File: src/rtl/lap_timer_if.sv
// Bundle of the lap_timer control inputs and display/status outputs.
// The master modport drives the controls; the timer core takes the slave side.
interface lap_timer_if #(
    parameter int DIGITS    = 4,
    parameter int LAP_DEPTH = 4
);
    logic                               init_regs;
    logic                               count_enabled;
    logic                               count_down;
    logic                               load;
    logic [4*DIGITS-1:0]                load_value;
    logic                               lap_push;
    logic                               lap_pop;
    logic                               show_lap;
    logic [4*DIGITS-1:0]                time_reading;
    logic [$clog2(LAP_DEPTH+1)-1:0]     lap_count;
    logic                               lap_empty;
    logic                               lap_full;
    logic                               expired;
    logic                               overflow;

    modport master (
        output init_regs, count_enabled, count_down, load, load_value,
        output lap_push, lap_pop, show_lap,
        input  time_reading, lap_count, lap_empty, lap_full, expired, overflow
    );

    modport slave (
        input  init_regs, count_enabled, count_down, load, load_value,
        input  lap_push, lap_pop, show_lap,
        output time_reading, lap_count, lap_empty, lap_full, expired, overflow
    );
endinterface

File: src/rtl/lap_timer.sv
// BCD stopwatch with prescaled tick and a small FIFO of captured lap readings.
// Define LAP_TIMER_COUNTDOWN_EN to enable count-down mode, preset load and the expired pulse.
module lap_timer #(
    parameter int CLK_FREQ  = 100000000,
    parameter int TICK_HZ   = 100,
    parameter int DIGITS    = 4,
    parameter int LAP_DEPTH = 4
) (
    input  logic       clk,
    input  logic       rst,
    lap_timer_if.slave bus
);
    localparam int DIV   = CLK_FREQ / TICK_HZ;
    localparam int PRE_W = (DIV > 1) ? $clog2(DIV) : 1;
    localparam int W     = 4 * DIGITS;
    localparam int CNT_W = $clog2(LAP_DEPTH + 1);
    localparam int PTR_W = (LAP_DEPTH > 1) ? $clog2(LAP_DEPTH) : 1;

    logic [PRE_W-1:0] pre_reg, pre_next;
    logic [W-1:0]     digits_reg, digits_next;
    logic             overflow_reg, overflow_next;
    logic             expired_reg, expired_next;
    logic [W-1:0]     inc_value, dec_value, load_clamped;
    logic [DIGITS:0]  carry, borrow;
    logic             tick;
    logic             load_en, down_en;

    logic [W-1:0]     lap_mem [LAP_DEPTH];
    logic [PTR_W-1:0] wr_ptr_reg, rd_ptr_reg;
    logic [CNT_W-1:0] count_reg;
    logic             lap_empty, lap_full, do_push, do_pop;

`ifdef LAP_TIMER_COUNTDOWN_EN
    assign load_en = bus.load;
    assign down_en = bus.count_down;
    assign bus.expired = expired_reg;
`else
    logic unused_cfg;
    assign load_en     = 1'b0;
    assign down_en     = 1'b0;
    assign bus.expired = 1'b0;
    assign unused_cfg  = &{1'b0, bus.load, bus.count_down, expired_reg};
`endif

    // Ripple carry/borrow chains: digit gi changes only if every lower digit wraps.
    assign carry[0]  = 1'b1;
    assign borrow[0] = 1'b1;
    generate
        for (genvar gi = 0; gi < DIGITS; gi++) begin : g_digit
            logic [3:0] d;
            logic [3:0] lv;
            assign d  = digits_reg[4*gi +: 4];
            assign lv = bus.load_value[4*gi +: 4];
            assign carry[gi+1]  = carry[gi] & (d == 4'd9);
            assign borrow[gi+1] = borrow[gi] & (d == 4'd0);
            assign inc_value[4*gi +: 4] = !carry[gi] ? d : ((d == 4'd9) ? 4'd0 : d + 4'd1);
            assign dec_value[4*gi +: 4] = !borrow[gi] ? d : ((d == 4'd0) ? 4'd9 : d - 4'd1);
            assign load_clamped[4*gi +: 4] = (lv > 4'd9) ? 4'd9 : lv;
        end
    endgenerate

    assign tick = bus.count_enabled && (pre_reg == PRE_W'(DIV - 1));

    always_comb begin
        pre_next      = pre_reg;
        digits_next   = digits_reg;
        overflow_next = overflow_reg;
        expired_next  = 1'b0;
        if (bus.init_regs) begin
            pre_next      = '0;
            digits_next   = '0;
            overflow_next = 1'b0;
        end else if (load_en) begin
            pre_next      = '0;
            digits_next   = load_clamped;
            overflow_next = 1'b0;
        end else if (bus.count_enabled) begin
            pre_next = tick ? '0 : pre_reg + PRE_W'(1);
            if (tick) begin
                if (down_en) begin
                    // Sitting at zero in count-down mode is terminal: no change, no pulse.
                    if (!borrow[DIGITS]) begin
                        digits_next  = dec_value;
                        expired_next = (dec_value == '0);
                    end
                end else begin
                    digits_next = inc_value;
                    if (carry[DIGITS]) overflow_next = 1'b1;
                end
            end
        end
    end

    assign lap_empty = (count_reg == '0);
    assign lap_full  = (count_reg == CNT_W'(LAP_DEPTH));
    assign do_pop    = bus.lap_pop && !lap_empty;
    // A simultaneous pop frees the slot, so a push into a full FIFO still lands.
    assign do_push   = bus.lap_push && (!lap_full || do_pop);

    function automatic logic [PTR_W-1:0] ptr_inc(input logic [PTR_W-1:0] p);
        return (p == PTR_W'(LAP_DEPTH - 1)) ? '0 : p + PTR_W'(1);
    endfunction

    always_ff @(posedge clk or posedge rst) begin
        if (rst) begin
            pre_reg      <= '0;
            digits_reg   <= '0;
            overflow_reg <= 1'b0;
            expired_reg  <= 1'b0;
            wr_ptr_reg   <= '0;
            rd_ptr_reg   <= '0;
            count_reg    <= '0;
        end else begin
            pre_reg      <= pre_next;
            digits_reg   <= digits_next;
            overflow_reg <= overflow_next;
            expired_reg  <= expired_next;
            if (bus.init_regs) begin
                wr_ptr_reg <= '0;
                rd_ptr_reg <= '0;
                count_reg  <= '0;
            end else begin
                if (do_push) wr_ptr_reg <= ptr_inc(wr_ptr_reg);
                if (do_pop)  rd_ptr_reg <= ptr_inc(rd_ptr_reg);
                if (do_push && !do_pop)      count_reg <= count_reg + CNT_W'(1);
                else if (!do_push && do_pop) count_reg <= count_reg - CNT_W'(1);
            end
        end
    end

    // Storage needs no reset: contents are only visible through the pointers.
    always_ff @(posedge clk) begin
        if (do_push && !bus.init_regs) lap_mem[wr_ptr_reg] <= digits_reg;
    end

    assign bus.time_reading = (bus.show_lap && !lap_empty) ? lap_mem[rd_ptr_reg] : digits_reg;
    assign bus.lap_count    = count_reg;
    assign bus.lap_empty    = lap_empty;
    assign bus.lap_full     = lap_full;
    assign bus.overflow     = overflow_reg;
endmodule

File: src/flat_wrapper.sv
// flat-port wrapper written by rule: the top's interface ports become plain ports
module lap_timer_flat 
#(
    parameter int CLK_FREQ  = 100000000,
    parameter int TICK_HZ   = 100,
    parameter int DIGITS    = 4,
    parameter int LAP_DEPTH = 4
)
  (clk, rst, bus_init_regs, bus_count_enabled, bus_count_down, bus_load, bus_load_value, bus_lap_push, bus_lap_pop, bus_show_lap, bus_time_reading, bus_lap_count, bus_lap_empty, bus_lap_full, bus_expired, bus_overflow);
  lap_timer_if #(.DIGITS(DIGITS), .LAP_DEPTH(LAP_DEPTH)) bus_i ();
  input  logic clk;
  input  logic rst;
  input wire logic [$bits(bus_i.init_regs)-1:0] bus_init_regs;
  input wire logic [$bits(bus_i.count_enabled)-1:0] bus_count_enabled;
  input wire logic [$bits(bus_i.count_down)-1:0] bus_count_down;
  input wire logic [$bits(bus_i.load)-1:0] bus_load;
  input wire logic [$bits(bus_i.load_value)-1:0] bus_load_value;
  input wire logic [$bits(bus_i.lap_push)-1:0] bus_lap_push;
  input wire logic [$bits(bus_i.lap_pop)-1:0] bus_lap_pop;
  input wire logic [$bits(bus_i.show_lap)-1:0] bus_show_lap;
  output wire logic [$bits(bus_i.time_reading)-1:0] bus_time_reading;
  output wire logic [$bits(bus_i.lap_count)-1:0] bus_lap_count;
  output wire logic [$bits(bus_i.lap_empty)-1:0] bus_lap_empty;
  output wire logic [$bits(bus_i.lap_full)-1:0] bus_lap_full;
  output wire logic [$bits(bus_i.expired)-1:0] bus_expired;
  output wire logic [$bits(bus_i.overflow)-1:0] bus_overflow;
  assign bus_i.init_regs = bus_init_regs;
  assign bus_i.count_enabled = bus_count_enabled;
  assign bus_i.count_down = bus_count_down;
  assign bus_i.load = bus_load;
  assign bus_i.load_value = bus_load_value;
  assign bus_i.lap_push = bus_lap_push;
  assign bus_i.lap_pop = bus_lap_pop;
  assign bus_i.show_lap = bus_show_lap;
  assign bus_time_reading = bus_i.time_reading;
  assign bus_lap_count = bus_i.lap_count;
  assign bus_lap_empty = bus_i.lap_empty;
  assign bus_lap_full = bus_i.lap_full;
  assign bus_expired = bus_i.expired;
  assign bus_overflow = bus_i.overflow;
  lap_timer #(.CLK_FREQ(CLK_FREQ), .TICK_HZ(TICK_HZ), .DIGITS(DIGITS), .LAP_DEPTH(LAP_DEPTH)) u_core (.clk(clk), .rst(rst), .bus(bus_i));
endmodule
File: config.mk
export PLATFORM = sky130hd
export DESIGN_NAME = lap_timer_flat
export DESIGN_NICKNAME = d
export VERILOG_FILES = /design/src/rtl/lap_timer_if.sv /design/src/rtl/lap_timer.sv /design/src/flat_wrapper.sv
export SDC_FILE = /design/constraint.sdc
export NUM_CORES = 1
export LEC_CHECK = 0
export CORE_UTILIZATION = 45
export CTS_BUF_LIST = sky130_fd_sc_hd__clkbuf_8 sky130_fd_sc_hd__clkbuf_16
export CTS_CLUSTER_DIAMETER = 200
export CTS_CLUSTER_SIZE = 24
export DETAILED_ROUTE_END_ITERATION = 12
export PLACE_DENSITY = 0.76
export SLEW_MARGIN = 20
export SYNTH_ARGS = -nofsm -noshare
export SYNTH_HDL_FRONTEND = slang
export SYNTH_SLANG_ARGS = --single-unit
export TNS_END_PERCENT = 10
File: constraint.sdc
create_clock -name clk -period 3.5 [get_ports clk]
set_input_delay 0.525 -clock clk [delete_from_list [all_inputs] [get_ports clk]]
set_output_delay 0.525 -clock clk [all_outputs]
set_load 0.01 [all_outputs]
==> metrics.log, run 1 <==
INFO  metric regToRegEndpoint = u_core.bus.lap_count[2]
INFO  metric drt-wirelength-per-cell = 17.1 microns
INFO  metric cts_repair_resize_count = 0
INFO  metric syn_area_per_cell = 13.4 sq um
INFO  metric netlist.top_cell.by_area = edfxtp_1
INFO  metric grt_pass1_wl = 15900 microns
INFO  metric worst_setup_slack_after_layout = 0.488 ns
INFO  metric synth.net_count = 424
INFO  metric rsz0062_at_grt = no
INFO  metric final_net_count = 455
INFO  metric placement.io_buffers = 28
INFO  metric synth_enable_flop_cells = 64
INFO  metric start_util = 0.470
INFO  metric synth.ff_latch_count = 108
INFO  metric clock_sinks = 108
INFO  metric cts.clk_slew.worst_paths = 0.07 ns
INFO  metric combinational_family_with_the_most_area_after_synthesis = simple AND/OR/NAND/NOR gates
INFO  metric timing.final.crit_share = 0.860
INFO  metric worst_hold_path_type = input pin to asynchronous set/reset pin
INFO  metric drv_cap = 0
INFO  metric num_io_pins = 48
INFO  metric clk_path_buf_depth = 2
INFO  metric synthesis.yosys.warnings = 0
INFO  metric post_synth_instance_area = 5160 sq um
INFO  metric setup_tns = 0 ns
INFO  metric worst_hold_slack = 0.557 ns
INFO  metric placeable_core_region = 11000 sq um
INFO  metric ys_async_sr_fraction = 0.407
INFO  metric startpoint = u_core.bus.lap_count[1]
INFO  metric fraction_of_final_layout_cells_sized_beyond_drive_strength_1 = 0.166
INFO  metric largest_reg_flops = 64
INFO  metric seq_total_area_yosys = 0.586
INFO  metric endpoint_kind = primary output
INFO  metric yosysTopAreaCellShare = 0.372
INFO  metric dr_total_vias = 3217
INFO  metric avgViaCountPerCell = 5.73
INFO  metric post-synth-top-count-cell = edfxtp_1
INFO  metric die-area = 11900 sq um
INFO  metric root_buffer_master = clkbuf_16
INFO  metric power.ir.vdd_worst = 249 uV
INFO  metric final.setup_skew = 0.00619 ns
INFO  metric pre_cts_slack = 0.691 ns
INFO  metric final.fill_count = 928
INFO  metric synthSimpleGateAreaFrac = 0.130
INFO  metric grt_usage = 0.178
INFO  metric ys.flop_type = edfxtp_1
INFO  metric drcViolationCount = 0
INFO  metric gp_congestion = 0.837
INFO  metric worstPathRequired = 2.97 ns
INFO  metric floorplan.rows = 38
INFO  metric status = complete, no violations
INFO  metric post_cts_buffers = 0
INFO  metric timing.max_slew.rel_slack = 0.414
INFO  metric finalHoldViolations = 0
INFO  metric yosys.area_share.xor_xnor = 0.0221
INFO  metric period_minus_slack = 3.01 ns
INFO  metric worstMarginPinSlew = 0.873 ns
INFO  metric grt_antenna_before_repair = 0
INFO  metric drt_iter0_drc = 226
INFO  metric final-instance-count-excl-fill = 561
INFO  metric drt_pass1_iterations = 4
INFO  metric cts_buffers = 9
INFO  metric inst_count_dp = 546
INFO  metric power-per-cell-area = 511 nW/um^2
INFO  metric final_antenna_violating_net_count = 0
INFO  metric yosysUniqueCellTypes = 54
INFO  metric chipWidth = 109 microns
INFO  metric yosys-top-cells-area = edfxtp_1, dfrtp_1, mux4_2
INFO  metric slew_violations = 0
INFO  metric worst_r2r_path_depth = 6
INFO  metric synth_fa_ha_area_frac = 0.0330
INFO  metric timing.critical_path.to = bus_time_reading[6]
INFO  metric synth_compound_gate_area_share = 0.0800
INFO  metric hold_fix_buffer_count_after_cts = 0
INFO  metric synth_top_cells_by_count = edfxtp_1, dfrtp_1, nor2_1
INFO  metric multiInputGateArea = 1990 sq um
INFO  metric post-dp-hpwl = 6170 microns
INFO  metric cts-htree-levels = 3
INFO  metric r2r_setup_slack = 1.27 ns
INFO  metric grt_start_max_net_pins = 35
INFO  metric grt_pass1_vias = 3315
INFO  metric cp_data_arrival_time = 2.49 ns
INFO  metric gr-total-overflow = 0
INFO  metric dieHeight = 109 microns
INFO  metric clock_latency_of_the_later_clocked_register_in_the_worst_skew_pair = 0.34 ns
INFO  metric cts_tree = done
INFO  metric crit_fanout = 16
INFO  metric total_leakage_power = 2.16 nW
INFO  metric cp-start-kind = register
INFO  metric syn_inst = 386
INFO  metric antenna_cells = 0
INFO  metric wirelength = 9620 microns
INFO  metric setup.worst_path.class = register to primary output
INFO  metric rr_startpoint = u_core.bus.lap_count[1]
INFO  metric area.sequential = 3020 sq um
INFO  metric max_freq = 0.332 GHz
INFO  metric report.power.total = 3.01 mW
INFO  metric synthToLayoutAreaGrowth = 14.1%
INFO  metric synth.area.mux_share = 0.120
INFO  metric setup_viol = 0
[final cells by class]
class                   count  share of cell area
repair buffers             38              0.0603
clock inverters             6             0.00935
clock buffers               9              0.0382
multi-input cells         242               0.338
inverters                  18              0.0115
flip-flops and latches    108               0.513
well taps                 140              0.0297
[cells by family after synthesis]
group,after synthesis
compound gates,57
mux,39
fa+ha+maj,13
other cells,1
buf+inv,36
xor+xnor,13
simple gates,119
flops,108
[where the power goes]
group / switching (mW) / internal (mW) / total [mW]
logic: 0.271 / 0.339 / 0.611
registers: 0.0540 / 1.39 / 1.44
clock network: 0.465 / 0.493 / 0.958
total: 0.790 / 2.22 / 3.01
[metrics by stage]
| step | area, sq um | util |
|---|---|---|
| floorplan | 5160 | - |
| global placement | 5610 | 0.511 |
| detailed placement | 5610 | 0.511 |
| CTS | 5890 | 0.536 |
| global route | 5890 | 0.536 |
| finish | 5890 | 0.536 |
[worst max-delay path, stage by stage, from the launching register on]
cell             delay, ns
dfrtp_1               0.47
or3_1                 0.46
nand2_1               0.09
buf_4                 0.25
mux2_2                0.38
clkdlybuf4s50_1       0.48
[cells in the final DEF, fill, tap and decap left out, drive strengths merged, types with 9 or more instances in the layout]
master	n
mux2	21
nor2	28
inv	20
mux4	16
ha	12
clkdlybuf4s50	28
o21ai	12
a21oi	18
clkbuf	9
or3	12
buf	10
nand2	14
edfxtp	64
dfrtp	44
[worst min path at each step]
stage / to / cells past startpoint / startpoint
global placement: u_core.pre_reg[19] / 2 / u_core.pre_reg[19]
CTS: u_core.pre_reg[19] / 2 / u_core.pre_reg[19]
detailed placement: u_core.bus.overflow / 1 / u_core.bus.overflow
finish: u_core.pre_reg[3] / 2 / rst
floorplan: u_core.lap_mem[0][11] / 0 / u_core.digits_reg[11]
global route: u_core.bus.overflow / 1 / u_core.bus.overflow
[per-layer routing]
layer	global-route usage	wire [microns]
met5	0	0
met3	0.0353	375
met1	0.224	4520
met4	0.0859	161
met2	0.295	4570
No activity file was read; power rests on OpenSTA's default activity.
==> run 2, diff against run 1 <==
Settings changed: CELL_PAD_IN_SITES_DETAIL_PLACEMENT from default to 1, CELL_PAD_IN_SITES_GLOBAL_PLACEMENT from default to 2, CORE_UTILIZATION 45 to 43, CTS_CLUSTER_SIZE 24 to 20, PLACE_DENSITY 0.76 to 0.95.
==> metrics.log, run 2 (synthesized netlist as in run 1, its figures left out) <==
INFO  metric status = finished, violations left
INFO  metric violations = design-rule violations
INFO  metric slew_violations = 0 (unchanged)
INFO  metric setup_viol = 0 (unchanged)
INFO  metric rr_startpoint = u_core.bus.lap_count[2]
INFO  metric worst_path_dominant_cell_family = buffers and inverters
INFO  metric worst-path-buf-inv = 2 (unchanged)
INFO  metric path_depth = 5 (unchanged)
INFO  metric netSwitchingFraction = 0.260 (-0.00253)
INFO  metric dr_total_vias = 3301 (+2.6%)
INFO  metric timing.final.crit_share = 0.860 (about the same)
INFO  metric worstMarginPinSlew = 0.862 ns (-0.0115 ns)
INFO  metric clk_path_buf_depth = 2 (unchanged)
INFO  metric power.ir.vdd_worst = 245 uV (-1.8%)
INFO  metric crit_chain = or3_1 > nand2_1 > buf_4 > mux2_2 > clkdlybuf4s50_1
INFO  metric clock_power_share = 0.319 (about the same)
INFO  metric drv_cap = 0 (unchanged)
INFO  metric finish.instance_area = 5910 sq um (+0.32%)
INFO  metric setup.worst_path.class = register to primary output
INFO  metric root_buffer_master = clkbuf_16
INFO  metric drcViolationCount = 5 (+5)
INFO  metric gr-total-overflow = 0 (unchanged)
INFO  metric endpoint_kind = primary output
INFO  metric crit_fanout = 16 (unchanged)
INFO  metric cts_buffers = 9 (unchanged)
INFO  metric wirelength = 10700 microns (+11%)
INFO  metric die-area = 12400 sq um (+4.6%)
INFO  metric total_leakage_power = 2.17 nW (+0.43%)
INFO  metric timing.critical_path.to = bus_time_reading[2]
INFO  metric placeable_core_region = 11600 sq um (+5.3%)
INFO  metric grt_pass1_vias = 3545 (+6.9%)
INFO  metric worst_r2r_path_depth = 7 (+1)
INFO  metric critPathSlowestCell = clkdlybuf4s50_1
INFO  metric final.setup_skew = 0.00792 ns (+0.00173 ns)
INFO  metric combPwrFrac = 0.205 (+0.002)
INFO  metric drt_iter0_drc = 159 (-30%)
INFO  metric startpoint = u_core.bus.lap_count[1]
INFO  metric power-per-cell-area = 512 nW/um^2 (+0.25%)
INFO  metric layout_commonest_cell = edfxtp_1
INFO  metric grt_usage = 0.188 (+0.00933)
INFO  metric placement.io_buffers = 28 (unchanged)
INFO  metric clock_sinks = 108 (unchanged)
INFO  metric r2r_setup_slack = 1.23 ns (-0.04 ns)
INFO  metric multiInputGateArea = 1990 sq um (unchanged)
INFO  metric max_freq = 0.332 GHz (about the same)
INFO  metric largest_reg_flops = 64 (unchanged)
INFO  metric fraction_of_final_layout_cells_sized_beyond_drive_strength_1 = 0.168 (+0.00158)
INFO  metric timing.max_slew.rel_slack = 0.422 (+0.00774)
INFO  metric gp_congestion = 0.796 (-4.9%)
INFO  metric area.sequential = 3020 sq um (unchanged)
INFO  metric avgViaCountPerCell = 5.83 (+1.7%)
INFO  metric final_antenna_violating_net_count = 0 (unchanged)
INFO  metric cts_tree = done
INFO  metric post-dp-hpwl = 7060 microns (+14%)
INFO  metric mostFrequentLayoutCells = edfxtp_1, dfrtp_1, nor2_1, clkdlybuf4s50_1, mux2_2
INFO  metric cts_repair_resize_count = 0 (unchanged)
INFO  metric dieHeight = 112 microns (+2.3%)
INFO  metric synthToLayoutAreaGrowth = 14.5%
INFO  metric regToRegEndpoint = u_core.bus.lap_count[2]
INFO  metric chipWidth = 112 microns (+2.3%)
INFO  metric slowest_delay = 0.48 ns (about the same)
INFO  metric total_switching_power = 0.787 mW (-0.40%)
INFO  metric cp_data_arrival_time = 2.49 ns (about the same)
INFO  metric grt_antenna_before_repair = 0 (unchanged)
INFO  metric start_util = 0.446 (-0.0236)
INFO  metric floorplan.rows = 39 (+2.6%)
INFO  metric period_minus_slack = 3.01 ns (-0.000332 ns)
INFO  metric post_cts_buffers = 0 (unchanged)
INFO  metric final.fill_count = 1154 (+24%)
INFO  metric final_net_count = 456 (+0.22%)
INFO  metric hold_fix_buffer_count_after_cts = 0 (unchanged)
INFO  metric grt_pass1_wl = 18100 microns (+13%)
INFO  metric grt_start_max_net_pins = 35 (unchanged)
INFO  metric setup_tns = 0 ns (unchanged)
INFO  metric rsz0062_at_grt = no
INFO  metric num_io_pins = 48 (unchanged)
INFO  metric clock_latency_of_the_later_clocked_register_in_the_worst_skew_pair = 0.35 ns (about the same)
INFO  metric post_dp_cell_area = 5620 sq um (+0.20%)
INFO  metric cts-htree-levels = 3 (unchanged)
INFO  metric drt-wirelength-per-cell = 18.9 microns (+10%)
INFO  metric worstPathRequired = 2.97 ns (about the same)
INFO  metric cp-start-kind = register
INFO  metric internal_power = 2.24 mW (+0.92%)
INFO  metric worst_hold_path_type = input pin to asynchronous set/reset pin
INFO  metric finalHoldViolations = 0 (unchanged)
INFO  metric power.sequential.fraction = 0.476 (-0.003)
INFO  metric antenna_cells = 0 (unchanged)
INFO  metric drt_pass1_iterations = 9 (+5)
INFO  metric cts.clk_slew.worst_paths = 0.07 ns (about the same)
==> run 2: cell types whose count changed in the layout (fill, tap and decap cells not counted), sizes merged <==
cell,delta
clkbuf,+1
inv,+1
buf,+1
clkinvlp,+1
clkinv,-2
==> run 2: worst min path at each step <==
| stage | start | to | slack (ns) |
|---|---|---|---|
| 2_1_floorplan | u_core.digits_reg[11] | u_core.lap_mem[0][11] | 0.50 |
| 3_3_place_gp | u_core.pre_reg[19] | u_core.pre_reg[19] | 0.54 |
| 3_5_place_dp | u_core.bus.overflow | u_core.bus.overflow | 0.55 |
| 6_report | rst | u_core.bus.lap_count[0] | 0.56 |
| 5_1_grt | u_core.bus.overflow | u_core.bus.overflow | 0.59 |
| 4_1_cts | u_core.pre_reg[19] | u_core.pre_reg[19] | 0.56 |
==> run 2: layout make-up <==
cell class              count  share of cell area
flip-flops and latches    108               0.512
well taps                 143              0.0303
inverters                  18              0.0114
repair buffers             39              0.0614
multi-input cells         242               0.337
clock inverters             6             0.00826
clock buffers              10              0.0404
==> run 2: through the flow <==
step           cells  hold WS, ns  total power, mW   util  setup slack [ns]
6_report         566        0.559             3.03  0.511             0.489
5_1_grt          566        0.591             3.17  0.511             0.373
4_1_cts          566        0.562             3.08  0.511             0.464
3_5_place_dp     550        0.547             2.10  0.486             0.715
3_3_place_gp     550        0.540             2.08  0.486             0.774
2_1_floorplan    386        0.505             1.86      -              1.21
==> run 2: per-layer routing <==
metal  wire length (microns)  GRT usage  share of wire  vias up
met5                       0          0              0        -
met4                      90     0.0622         0.0084        0
met3                     298     0.0332          0.028        7
met2                    5600      0.333           0.52       54
met1                    4690      0.232           0.44     1703
li1                        -          -              -     1537
==> run 2: worst register-to-register path, stage by stage (launching register included) <==
cell and delay (ns):
dfrtp_1 0.45, inv_1 0.11, o41ai_2 0.28, buf_4 0.20, nor2_1 0.06, fa_1 0.38
o31ai_1 0.31, mux2_2 0.37
==> run 2: power groups by stage <==
stage               Sequential (mW)  Clock [mW]  Combinational [mW]
finish                         1.44       0.965               0.622
floorplan                      1.45           0               0.407
detailed placement             1.47           0               0.633
CTS                            1.44        1.00               0.637
global placement               1.46           0               0.612
global route                   1.45        1.04               0.683
==> run 3, diff against run 2 <==
Settings changed: CORE_ASPECT_RATIO from default to 1.1.
==> metrics.log, run 3 (synthesized netlist as in run 1, its figures left out) <==
INFO  metric status = complete, no violations
INFO  metric inst_count_dp = 557 (+1.3%)
INFO  metric power.ir.vdd_worst = 307 uV (+26%)
INFO  metric worstPathRequired = 2.97 ns (about the same)
INFO  metric final-instance-count-excl-fill = 572 (+1.1%)
INFO  metric cp-start-kind = register
INFO  metric crit_fanout = 16 (unchanged)
INFO  metric floorplan.rows = 41 (+5.1%)
INFO  metric post-route-util = 0.509 (-0.00224)
INFO  metric dieHeight = 117 microns (+4.8%)
INFO  metric timing.max_slew.rel_slack = 0.416 (-0.00618)
INFO  metric clk_path_buf_depth = 2 (unchanged)
INFO  metric final.setup_skew = 0.00758 ns (-0.000341 ns)
INFO  metric worst_r2r_path_depth = 5 (-2)
INFO  metric grt_pass1_wl = 19000 microns (+4.9%)
INFO  metric grt_pass1_vias = 3604 (+1.7%)
INFO  metric max_freq = 0.327 GHz (-1.7%)
INFO  metric timing.final.crit_share = 0.875 (+0.0144)
INFO  metric cts-htree-levels = 3 (unchanged)
INFO  metric drt_pass1_iterations = 4 (-5)
INFO  metric clock_sinks = 108 (unchanged)
INFO  metric setup.worst_path.class = register to primary output
INFO  metric drcViolationCount = 0 (-5)
INFO  metric gp_congestion = 0.777 (-2.3%)
INFO  metric mostFrequentLayoutCells = edfxtp_1, dfrtp_1, nor2_1, clkdlybuf4s50_1, mux2_2
INFO  metric total_leakage_power = 2.15 nW (-0.75%)
INFO  metric cts_tree = done
INFO  metric cp_data_arrival_time = 2.54 ns (+0.05 ns)
INFO  metric endpoint_kind = primary output
INFO  metric r2r_setup_slack = 0.90 ns (-0.33 ns)
INFO  metric drt_iter0_drc = 187 (+18%)
INFO  metric grt_usage = 0.201 (+0.0135)
INFO  metric num_io_pins = 48 (unchanged)
INFO  metric crit_chain = or3_1 > nand2_1 > buf_4 > mux2_2 > clkdlybuf4s50_1
INFO  metric largest_reg_flops = 64 (unchanged)
INFO  metric final_antenna_violating_net_count = 0 (unchanged)
INFO  metric gr-total-overflow = 0 (unchanged)
INFO  metric worst_hold_path_type = input pin to asynchronous set/reset pin
INFO  metric worstMarginPinSlew = 0.876 ns (+0.0146 ns)
INFO  metric fraction_of_final_layout_cells_sized_beyond_drive_strength_1 = 0.166 (-0.00197)
INFO  metric post-dp-hpwl = 7810 microns (+11%)
INFO  metric hold_fix_buffer_count_after_cts = 0 (unchanged)
INFO  metric finalHoldViolations = 0 (unchanged)
INFO  metric cts_repair_resize_count = 0 (unchanged)
INFO  metric critPathSlowestCell = or3_1
INFO  metric setup_viol = 0 (unchanged)
INFO  metric chipWidth = 106 microns (-4.6%)
INFO  metric period_minus_slack = 3.06 ns (+0.0505 ns)
INFO  metric start_util = 0.445 (-0.00111)
INFO  metric drt-wirelength-per-cell = 20.3 microns (+7.4%)
INFO  metric startpoint = u_core.bus.lap_count[1]
INFO  metric setup_tns = 0 ns (unchanged)
INFO  metric cts.clk_slew.worst_paths = 0.07 ns (about the same)
INFO  metric synthToLayoutAreaGrowth = 14.3%
INFO  metric placement.io_buffers = 28 (unchanged)
INFO  metric regToRegEndpoint = u_core.digits_reg[4]
INFO  metric clock_latency_of_the_later_clocked_register_in_the_worst_skew_pair = 0.35 ns (about the same)
INFO  metric final_net_count = 456 (unchanged)
INFO  metric cts_buffers = 9 (unchanged)
INFO  metric post_cts_buffers = 0 (unchanged)
INFO  metric grt_antenna_before_repair = 0 (unchanged)
INFO  metric drv_cap = 0 (unchanged)
INFO  metric power-per-cell-area = 510 nW/um^2 (-0.44%)
INFO  metric root_buffer_master = clkbuf_16
INFO  metric grt_start_max_net_pins = 35 (unchanged)
INFO  metric report.power.total = 3.01 mW (-0.63%)
INFO  metric rsz0062_at_grt = no
INFO  metric slew_violations = 0 (unchanged)
INFO  metric rr_startpoint = u_core.pre_reg[10]
INFO  metric placeable_core_region = 11600 sq um (+0.25%)
INFO  metric die-area = 12400 sq um (about the same)
INFO  metric wirelength = 11600 microns (+8.6%)
INFO  metric avgViaCountPerCell = 5.83 (about the same)
INFO  metric dr_total_vias = 3337 (+1.1%)
INFO  metric antenna_cells = 0 (unchanged)
INFO  metric layout_commonest_cell = edfxtp_1
INFO  metric slowest_delay = 0.50 ns (+0.02 ns)
run 3: final cells by class:
cell class	count	area, sq um
Clock buffer	9	225
Clock inverter	6	42.5
Fill cell	1175	5700
Inverter	18	67.6
Multi-Input combinational cell	242	1990
Sequential cell	108	3020
Tap cell	150	188
Timing Repair Buffer	39	363
run 3: stage by stage:
step / cell area, sq um / setup slack [ns] / hold slack [ns]
6_report: 5900 / 0.438 / 0.550
3_3_place_gp: 5630 / 0.738 / 0.532
5_1_grt: 5900 / 0.352 / 0.593
2_1_floorplan: 5160 / 1.21 / 0.505
3_5_place_dp: 5630 / 0.631 / 0.554
4_1_cts: 5900 / 0.405 / 0.574
run 3: worst max-delay path, delay by kind of cell, from the launching register on:
kind / cells / cell delay (ns)
multiplexers: 1 / 0.37
AND/OR/NAND/NOR: 2 / 0.61
flip-flops: 1 / 0.47
buffers and inverters: 2 / 0.74
run 3: power by group:
part	internal [mW]	total, mW	switching, mW	leakage, nW
Sequential	1.39	1.45	0.0580	1.23
Combinational	0.343	0.629	0.286	0.797
Clock	0.480	0.934	0.454	0.127
run 3: per-layer routing:
layer	vias to the layer above	track usage	routed length [microns]
li1	1533	-	-
met1	1746	0.250	5020
met2	49	0.371	6220
met3	9	0.0288	234
met4	0	0.0521	117
met5	-	0	0
run 3: worst max-delay path by stage:
stage	to	slack, ns	cells past startpoint
after global routing	bus_time_reading[13]	0.35	5
after detailed placement	u_core.pre_reg[19]	0.63	6
after CTS	bus_time_reading[10]	0.41	5
after floorplan	u_core.bus.lap_count[2]	1.21	6
final	bus_time_reading[10]	0.44	5
after global placement	u_core.pre_reg[17]	0.74	6
